[config.mk]
export PLATFORM = sky130hd
export DESIGN_NAME = psum_collector
export DESIGN_NICKNAME = d
export VERILOG_FILES = /design/src/rtl/PECfg.sv /design/src/rtl/psum_fifo.sv /design/src/rtl/psum_collector.sv
export SDC_FILE = /design/constraint.sdc
export NUM_CORES = 1
export LEC_CHECK = 0
export CORE_ASPECT_RATIO = 2
export CORE_MARGIN = 5
export CORE_UTILIZATION = 50
export CTS_CLUSTER_DIAMETER = 60
export DETAILED_ROUTE_END_ITERATION = 6
export GPL_TIMING_DRIVEN = 0
export PLACE_DENSITY = 0.73
export RECOVER_POWER = 25
export SLEW_MARGIN = 20
export SYNTH_ARGS = -nofsm -noshare
export SYNTH_HDL_FRONTEND = slang
export SYNTH_SLANG_ARGS = --single-unit
[constraint.sdc]
create_clock -name i_clk -period 2.69 [get_ports i_clk]
set_input_delay 0.6725 -clock i_clk [delete_from_list [all_inputs] [get_ports i_clk]]
set_output_delay 0.6725 -clock i_clk [all_outputs]
set_load 0.01 [all_outputs]
[src/rtl/PECfg.sv]
// Shared PE configuration: partial-sum width and the psum collector state type.
package PECfg;

  localparam int DWd = 16;

  typedef enum logic [1:0] {
    IDLE    = 2'd0,
    COLLECT = 2'd1,
    FLUSH   = 2'd2
  } PsumColState_t;

endpackage

[src/rtl/psum_fifo.sv]
// Synchronous FIFO with power-of-2 depth, wrapping pointers and an occupancy count.
module psum_fifo #(
  parameter int W     = 17,
  parameter int Depth = 4
) (
  input  logic                   clk,
  input  logic                   rst_n,
  input  logic                   push,
  input  logic                   pop,
  input  logic [W-1:0]           wdata,
  output logic [W-1:0]           rdata,
  output logic [$clog2(Depth):0] count,
  output logic                   empty,
  output logic                   full
);

  localparam int AW = $clog2(Depth);

  logic [W-1:0]  mem [Depth];
  logic [AW-1:0] wr_ptr;
  logic [AW-1:0] rd_ptr;
  logic          do_push;
  logic          do_pop;

  assign empty   = (count == '0);
  assign full    = (count == (AW+1)'(Depth));
  assign do_pop  = pop && !empty;
  // A full FIFO still accepts a write when the head leaves in the same cycle.
  assign do_push = push && (!full || do_pop);
  assign rdata   = mem[rd_ptr];

  // Pointers wrap naturally because Depth is a power of 2.
  always_ff @(posedge clk) begin
    if (!rst_n) begin
      wr_ptr <= '0;
      rd_ptr <= '0;
      count  <= '0;
    end else begin
      if (do_push) wr_ptr <= wr_ptr + AW'(1);
      if (do_pop)  rd_ptr <= rd_ptr + AW'(1);
      count <= count + (AW+1)'(do_push) - (AW+1)'(do_pop);
    end
  end

  // NOTE: storage is not reset; entries are only visible through count, so
  // leaving the array out of reset keeps it a plain RAM without a clear path.
  always_ff @(posedge clk) begin
    if (do_push) mem[wr_ptr] <= wdata;
  end

endmodule

[src/rtl/psum_collector.sv]
// Collects one output row of PE partial sums into a small FIFO and streams it
// downstream with a last tag, requesting a stall before the FIFO overflows.
module psum_collector #(
  parameter int DWd   = PECfg::DWd,
  parameter int Depth = 4,
  parameter int CntWd = 8
) (
  input  logic                  i_clk,
  input  logic                  i_rst_n,
  input  logic                  i_start,
  input  logic [CntWd-1:0]      i_row_len,
  input  logic                  i_psum_valid,
  input  logic signed [DWd-1:0] i_psum,
  output logic                  o_stall_req,
  output logic                  o_dval,
  input  logic                  i_drdy,
  output logic signed [DWd-1:0] o_data,
  output logic                  o_last,
  output logic                  o_busy,
  output logic                  o_done,
  output logic                  o_ovf
);

  import PECfg::*;

  localparam int CW = $clog2(Depth) + 1;

  PsumColState_t    state;
  PsumColState_t    state_next;
  logic [CntWd-1:0] remaining;
  logic [CntWd-1:0] remaining_next;
  logic             ovf_q;
  logic             drop;
  logic             row_done;
  logic             push;
  logic             pop;
  logic             fifo_empty;
  logic             fifo_full;
  logic [CW-1:0]    fifo_count;
  logic [DWd:0]     fifo_wdata;
  logic [DWd:0]     fifo_rdata;

  psum_fifo #(
    .W     (DWd + 1),
    .Depth (Depth)
  ) u_fifo (
    .clk   (i_clk),
    .rst_n (i_rst_n),
    .push  (push),
    .pop   (pop),
    .wdata (fifo_wdata),
    .rdata (fifo_rdata),
    .count (fifo_count),
    .empty (fifo_empty),
    .full  (fifo_full)
  );

  assign pop        = o_dval && i_drdy;
  assign fifo_wdata = {remaining == CntWd'(1), i_psum};

  // NOTE: every output of this block gets a default first, so no path leaves
  // a variable unassigned and no latch is inferred.
  always_comb begin
    state_next     = state;
    remaining_next = remaining;
    push           = 1'b0;
    drop           = 1'b0;
    row_done       = 1'b0;
    case (state)
      IDLE: begin
        if (i_start) begin
          remaining_next = i_row_len;
          state_next     = (i_row_len == '0) ? FLUSH : COLLECT;
        end
      end
      COLLECT: begin
        if (i_psum_valid) begin
          if (!fifo_full || pop) begin
            push           = 1'b1;
            remaining_next = remaining - CntWd'(1);
            if (remaining == CntWd'(1)) state_next = FLUSH;
          end else begin
            drop = 1'b1;
          end
        end
      end
      FLUSH: begin
        if (fifo_empty) begin
          row_done   = 1'b1;
          state_next = IDLE;
        end
      end
      default: state_next = IDLE;
    endcase
  end

  // NOTE: state registers use non-blocking assignments so every flop samples
  // the values from before the edge, independent of statement order.
  always_ff @(posedge i_clk) begin
    if (!i_rst_n) begin
      state     <= IDLE;
      remaining <= '0;
      ovf_q     <= 1'b0;
    end else begin
      state     <= state_next;
      remaining <= remaining_next;
      ovf_q     <= ovf_q | drop;
    end
  end

  // Outputs are gated by reset so they read zero even before the first edge.
  assign o_dval      = i_rst_n && !fifo_empty;
  assign o_data      = o_dval ? fifo_rdata[DWd-1:0] : '0;
  assign o_last      = o_dval && fifo_rdata[DWd];
  assign o_busy      = i_rst_n && (state != IDLE);
  assign o_done      = i_rst_n && row_done;
  assign o_ovf       = i_rst_n && ovf_q;
  assign o_stall_req = i_rst_n && (state == COLLECT) &&
                       (fifo_count >= CW'(Depth - 1));

endmodule

-- Word level (Yosys, flattened, before mapping)
Memory sizes are Yosys's and may differ from the RTL's. A register that Yosys moved wholly into a read port is not among the register bits.
Index checks and enable logic that the tools add are counted.
- bits in latches: 0
- word-level logic and storage cells: 68
- bits in read-only memories: 0
- register bits: 18
- output and inout port bits: 22
- memories kept: 1
- bits of input ports: 29
- bits in writable memories: 68
- memory list (memory ; depth ; bits a word ; read ports ; clocked after memory_dff ; write ports ; line ; source):
    u_fifo.mem ; 4 ; 17 ; 1 ; 1 ; 1 ; psum_fifo.sv:19 ; logic [W-1:0] mem [Depth];
- add/sub/neg operators: 5
- reduce and logical (&&, ||, !) cells: 21
- order comparisons: 1
- bitwise gates (word level): 1
- multiplexer cells: 24
- multipliers: 0
- equal/unequal tests: 9
- div/mod/pow operators: 0
- shifts and indexed selects: 0
- operators with widths (cell ; number):
    $mux W8 ; 3
    $mux W16 ; 1
    $mux W2 ; 8
    $pmux W8 S2 ; 1
    $logic_and A1 B1 Y1 ; 10
    $mux W1 ; 10
    $eq A8 B1 Y1 const B ; 1
    $logic_not A8 Y1 ; 1
    $sub A8 B1 Y8 const B ; 1
    $ne A2 B2 Y1 const B ; 3
    $pmux W2 S3 ; 1
    $reduce_and A5 Y1 ; 1
    $add A2 B1 Y2 const B ; 2
    $ne A2 B1 Y1 const B ; 2
    $reduce_and A4 Y1 ; 1
    $reduce_bool A2 Y1 ; 2
    $add A3 B1 Y3 ; 1
    $eq A3 B3 Y1 const B ; 1
    $ge A3 B2 Y1 const B ; 1
    $logic_not A3 Y1 ; 1
    $sub A3 B1 Y3 ; 1
    $eq A2 B1 Y1 const B ; 1
    $eq A2 B2 Y1 const B ; 1
    $logic_not A1 Y1 ; 2
    3 further kinds ; 4

-- Longest topological paths before layout
- depth in word-level cells: 11
- depth in mapped cells: 9
- gate-level depth less buffers: 8

-- Modules after synthesis
From an unflattened synthesis, not the netlist that was laid out.
- cells, all modules: 252
- area, all modules: 3856.2 µm²
- modules (own cells, without submodules) (module ; cells an instance ; area each (µm²) ; instances ; seq. area each (µm²)):
    psum_fifo ; 136 ; 2965.3 ; 1 ; 2222.1
    psum_collector ; 116 ; 890.9 ; 1 ; 220.2

-- Least setup slack after synthesis
OpenSTA, ideal clock, no wires.
- path type: flip-flop to flip-flop
- start: register u_fifo.count[2]
- end: register u_fifo.count[2]
- buffers on the path: 1
- stages on the path, launching flop included: 10
- setup slack: 486 ps
- arrival: 2075 ps
- cells stage by stage: dfxtp_1 or3_1 clkbuf_1 and3_1 ha_1 inv_1 ha_1 fa_1 xnor2_1 nor2_1
- longest elaborated chain between the ends: 11
- RTL lines (what ; line ; source):
    from (decl) ; psum_fifo.sv:12 ; output logic [$clog2(Depth):0] count,
    from (signal assigned) ; psum_fifo.sv:41 ; count <= count + (AW+1)'(do_push) - (AW+1)'(do_pop);
    $logic_not A3 Y1 ; psum_fifo.sv:25 ; assign empty = (count == '0);
    $logic_not A1 Y1 ; psum_fifo.sv:27, psum_collector.sv:112 ;
    $logic_and A1 B1 Y1 ; psum_collector.sv:112 ; assign o_dval = i_rst_n && !fifo_empty;
    $logic_and A1 B1 Y1 ; psum_collector.sv:58 ; assign pop = o_dval && i_drdy;
    $logic_or A1 B1 Y1 ; psum_collector.sv:78 ; if (!fifo_full || pop) begin
    $mux W1 ; psum_collector.sv:78 ;
    $mux W1 ; psum_collector.sv:77 ; if (i_psum_valid) begin
    $mux W1 ; psum_collector.sv:69 ; case (state)
    $logic_and A1 B1 Y1 ; psum_fifo.sv:29 ; assign do_push = push && (!full || do_pop);
    $add A3 B1 Y3 ; psum_fifo.sv:41 ;
    $sub A3 B1 Y3 (*) ; psum_fifo.sv:41 ;
Every way passes the cells marked *; elsewhere a longest branch is shown, timed or not.
A chain may end at the register's enable or synchronous reset.

==> results.toml <==
[critical_path]
crit_path_start_kind = "flip-flop"
end_kind = "output pin"
path_class = "flip-flop to output pin"
path_max_fanout = 10
cp.arrival_ns = 1.93
crit_required_ns = 2.02
ff2ff_setup_slack_ns = 0.27

[finish]
fin_area_mm2 = 0.004866
nets = 363
insertedDiodeCount = 0
area_delta_synth_final_pct = 25.25
fillCellCount = 586
ff_latch_area_mm2 = 0.002445
stdcell_count = 422
multi_input_area_mm2 = 0.001314
drive_above_1_share = 0.1982
fin_util = 0.6402

[route]
firstDrtPassIters = 4
via_per_inst = 5.616
first_iter_violations = 118
drt-total-wl_mm = 8.101
ant_nets = 0
wl_per_cell_um = 19.20
drc = 0
vias = 2370

[clock_tree]
numCtsBuffers = 9
clock_path_buffers = 2
cts-hold-fix-buffers = 0
cts.clk_slew.worst_paths_ns = 0.06
clockRootBuffer = "clkbuf_16"
clk_latency_ns = 0.33
htreeDepth = 3
cts_num_sinks = 88
cts_tree = "done"

[floorplanning]
die_area_mm2 = 0.009740
start_util = 0.5111
die_h_um = 134.7
coreArea_mm2 = 0.007601
ios = 51
row_count = 45
dieWidth_um = 72.33

[timing]
slew_headroom = 0.4033
setup_viol = 0
hold_ws_ns = 0.4664
hold_viol = 0
fin_crit_ns = 2.607
tightest_slew_ns = 0.8951
setup_ws_ns = 0.08300
rsz0062_at_grt = "false"
skew_ns = 0.005877
fin_crit_sh = 0.9691
fmaxAchievable_mhz = 383.6
report.final.slew_viol_count = 0
fin_tns_setup_ns = 0

[power]
powerDensity_mw_per_mm2 = 789.7
vdd_drop_max_mv = 0.7775
p_total_mw = 3.842
p_leak_nw = 1.829

[flow_run]
drv_cap = 0

[place]
placed_area_mm2 = 0.004503
hpwl_mm = 5.725
dpl.cell_count = 406
port-buffer-count = 50
dp_worst_setup_slack_ns = -0.5560
gp_congestion = 0.8236

[yosys]
synth_top_area_share = 0.5256
ys.flop_type = "edfxtp_1"
async_flop_share = 0
synth-seq-cells = 88
synth_area_leaders = "edfxtp_1 53%, dfxtp_1 10%, mux4_2 9.9%, and3_1 3.2%, ha_1 2.9%"
yosys_warnings = 0
synthCells = 262
ys_types = 49
netlist_area_mm2 = 0.003885
synth-edff-count = 68
avgSynthCellArea_um2 = 14.83
ys_seq_area_frac = 0.6287
yosysTopAreaCell = "edfxtp_1"
synthesis.nets = 301

[outcome]
status = "finished, final reports clean"

[grt]
grt_usage = 0.1805
antenna_found_initial = 0
grt_max_degree = 18
grt_pass1_vias = 2534
grt_pass1_wl_mm = 12.81
overflow = 0

[hold_path]
min_path_type = "flip-flop to flip-flop"
-- Yosys cell counts (2+ instances only) --
library cell / n
nor4_1: 3
edfxtp_1: 68
a211oi_1: 2
ha_1: 9
o31ai_1: 5
nand3_1: 4
buf_6: 3
clkbuf_1: 6
buf_2: 5
nand2b_4: 2
a21oi_1: 5
o311ai_1: 4
and3_1: 20
xor2_1: 2
nor3_1: 4
nor2_1: 20
a21oi_2: 2
dfxtp_1: 20
inv_1: 15
and2_1: 10
xnor2_1: 2
nor3b_1: 3
mux4_2: 17
nand2_1: 5
o21ai_1: 2
-- report_power, final --
part | leakage, nW | total (mW) | internal, mW | switching, mW
Sequential | 0.781 | 1.60 | 1.54 | 0.0619
Clock | 0.148 | 1.31 | 0.812 | 0.500
Combinational | 0.899 | 0.926 | 0.477 | 0.449
-- cell usage in the layout (no fill, tap or decap), types with 7 or more instances in the layout --
master / synthesis / layout
clkbuf_16: 0 / 9
dfxtp_1: 20 / 18
nor2_1: 20 / 20
and2_1: 10 / 7
mux4_2: 17 / 17
ha_1: 9 / 9
dlygate4sd3_1: 0 / 11
clkdlybuf4s50_1: 0 / 19
and3_1: 20 / 20
edfxtp_1: 68 / 68
dlygate4sd2_1: 0 / 18
inv_1: 15 / 14
-- registers in the layout, indices dropped and copies added, names as in the netlist, named ones only --
register	cells
u_fifo.count	3
remaining	8
u_fifo.rd_ptr	2
u_fifo.wr_ptr	2
u_fifo.mem	68
state	2
ovf_q	1
-- path summary, 6_finish.rpt --
| path | start | end | cells past startpoint |
|---|---|---|---|
| worst max-delay path | flip-flop | o_data[5] | 5 |
| worst max register to register | u_fifo.count[2] | u_fifo.count[2] | 9 |
| worst min register to register | ovf_q | ovf_q | 2 |
| worst min-delay path | ovf_q | ovf_q | 2 |
-- layer usage --
metal,up-vias,wire [um],track usage
met5,-,0,0
met4,0,226,0.1004
met3,18,304,0.03502
met2,65,4669,0.3371
met1,1161,2901,0.1783
li1,1126,-,-
-- cells by family (layout without fill, tap and decap cells) --
logic type / Yosys count / count (layout) / synth area share
xor gates and xnor gates: 4 / 4 / 0.009019
AOI/OAI and AO/OA: 35 / 35 / 0.07601
DFF: 88 / 88 / 0.6287
buffers and inverters: 29 / 95 / 0.03542
and+or+nand+nor: 78 / 78 / 0.1156
muxes: 18 / 18 / 0.1011
adders and majority gates: 10 / 10 / 0.03414
-- layout make-up --
cell class	instances	share of cell area
tap	94	0.02417
sequential	88	0.5024
multi-input combinational	145	0.2700
clock buffer	9	0.04628
timing repair buffer	53	0.1049
inverter	15	0.01234
clock inverter	6	0.01903
buffer	12	0.02083
-- worst max-delay path, cell delays in order, from the launching register on --
cell and delay, ns:
dfxtp_1 0.32, buf_6 0.12, buf_12 0.15, mux4_2 0.52, and3_1 0.21, dlygate4sd2_1 0.28
-- timing repair --
item                                    4_1_cts  5_1_grt
gates resized for setup                      35        5
endpoints found under the setup margin       22       54
setup buffers                                 3        0
No activity file was read; power rests on OpenSTA's default activity.
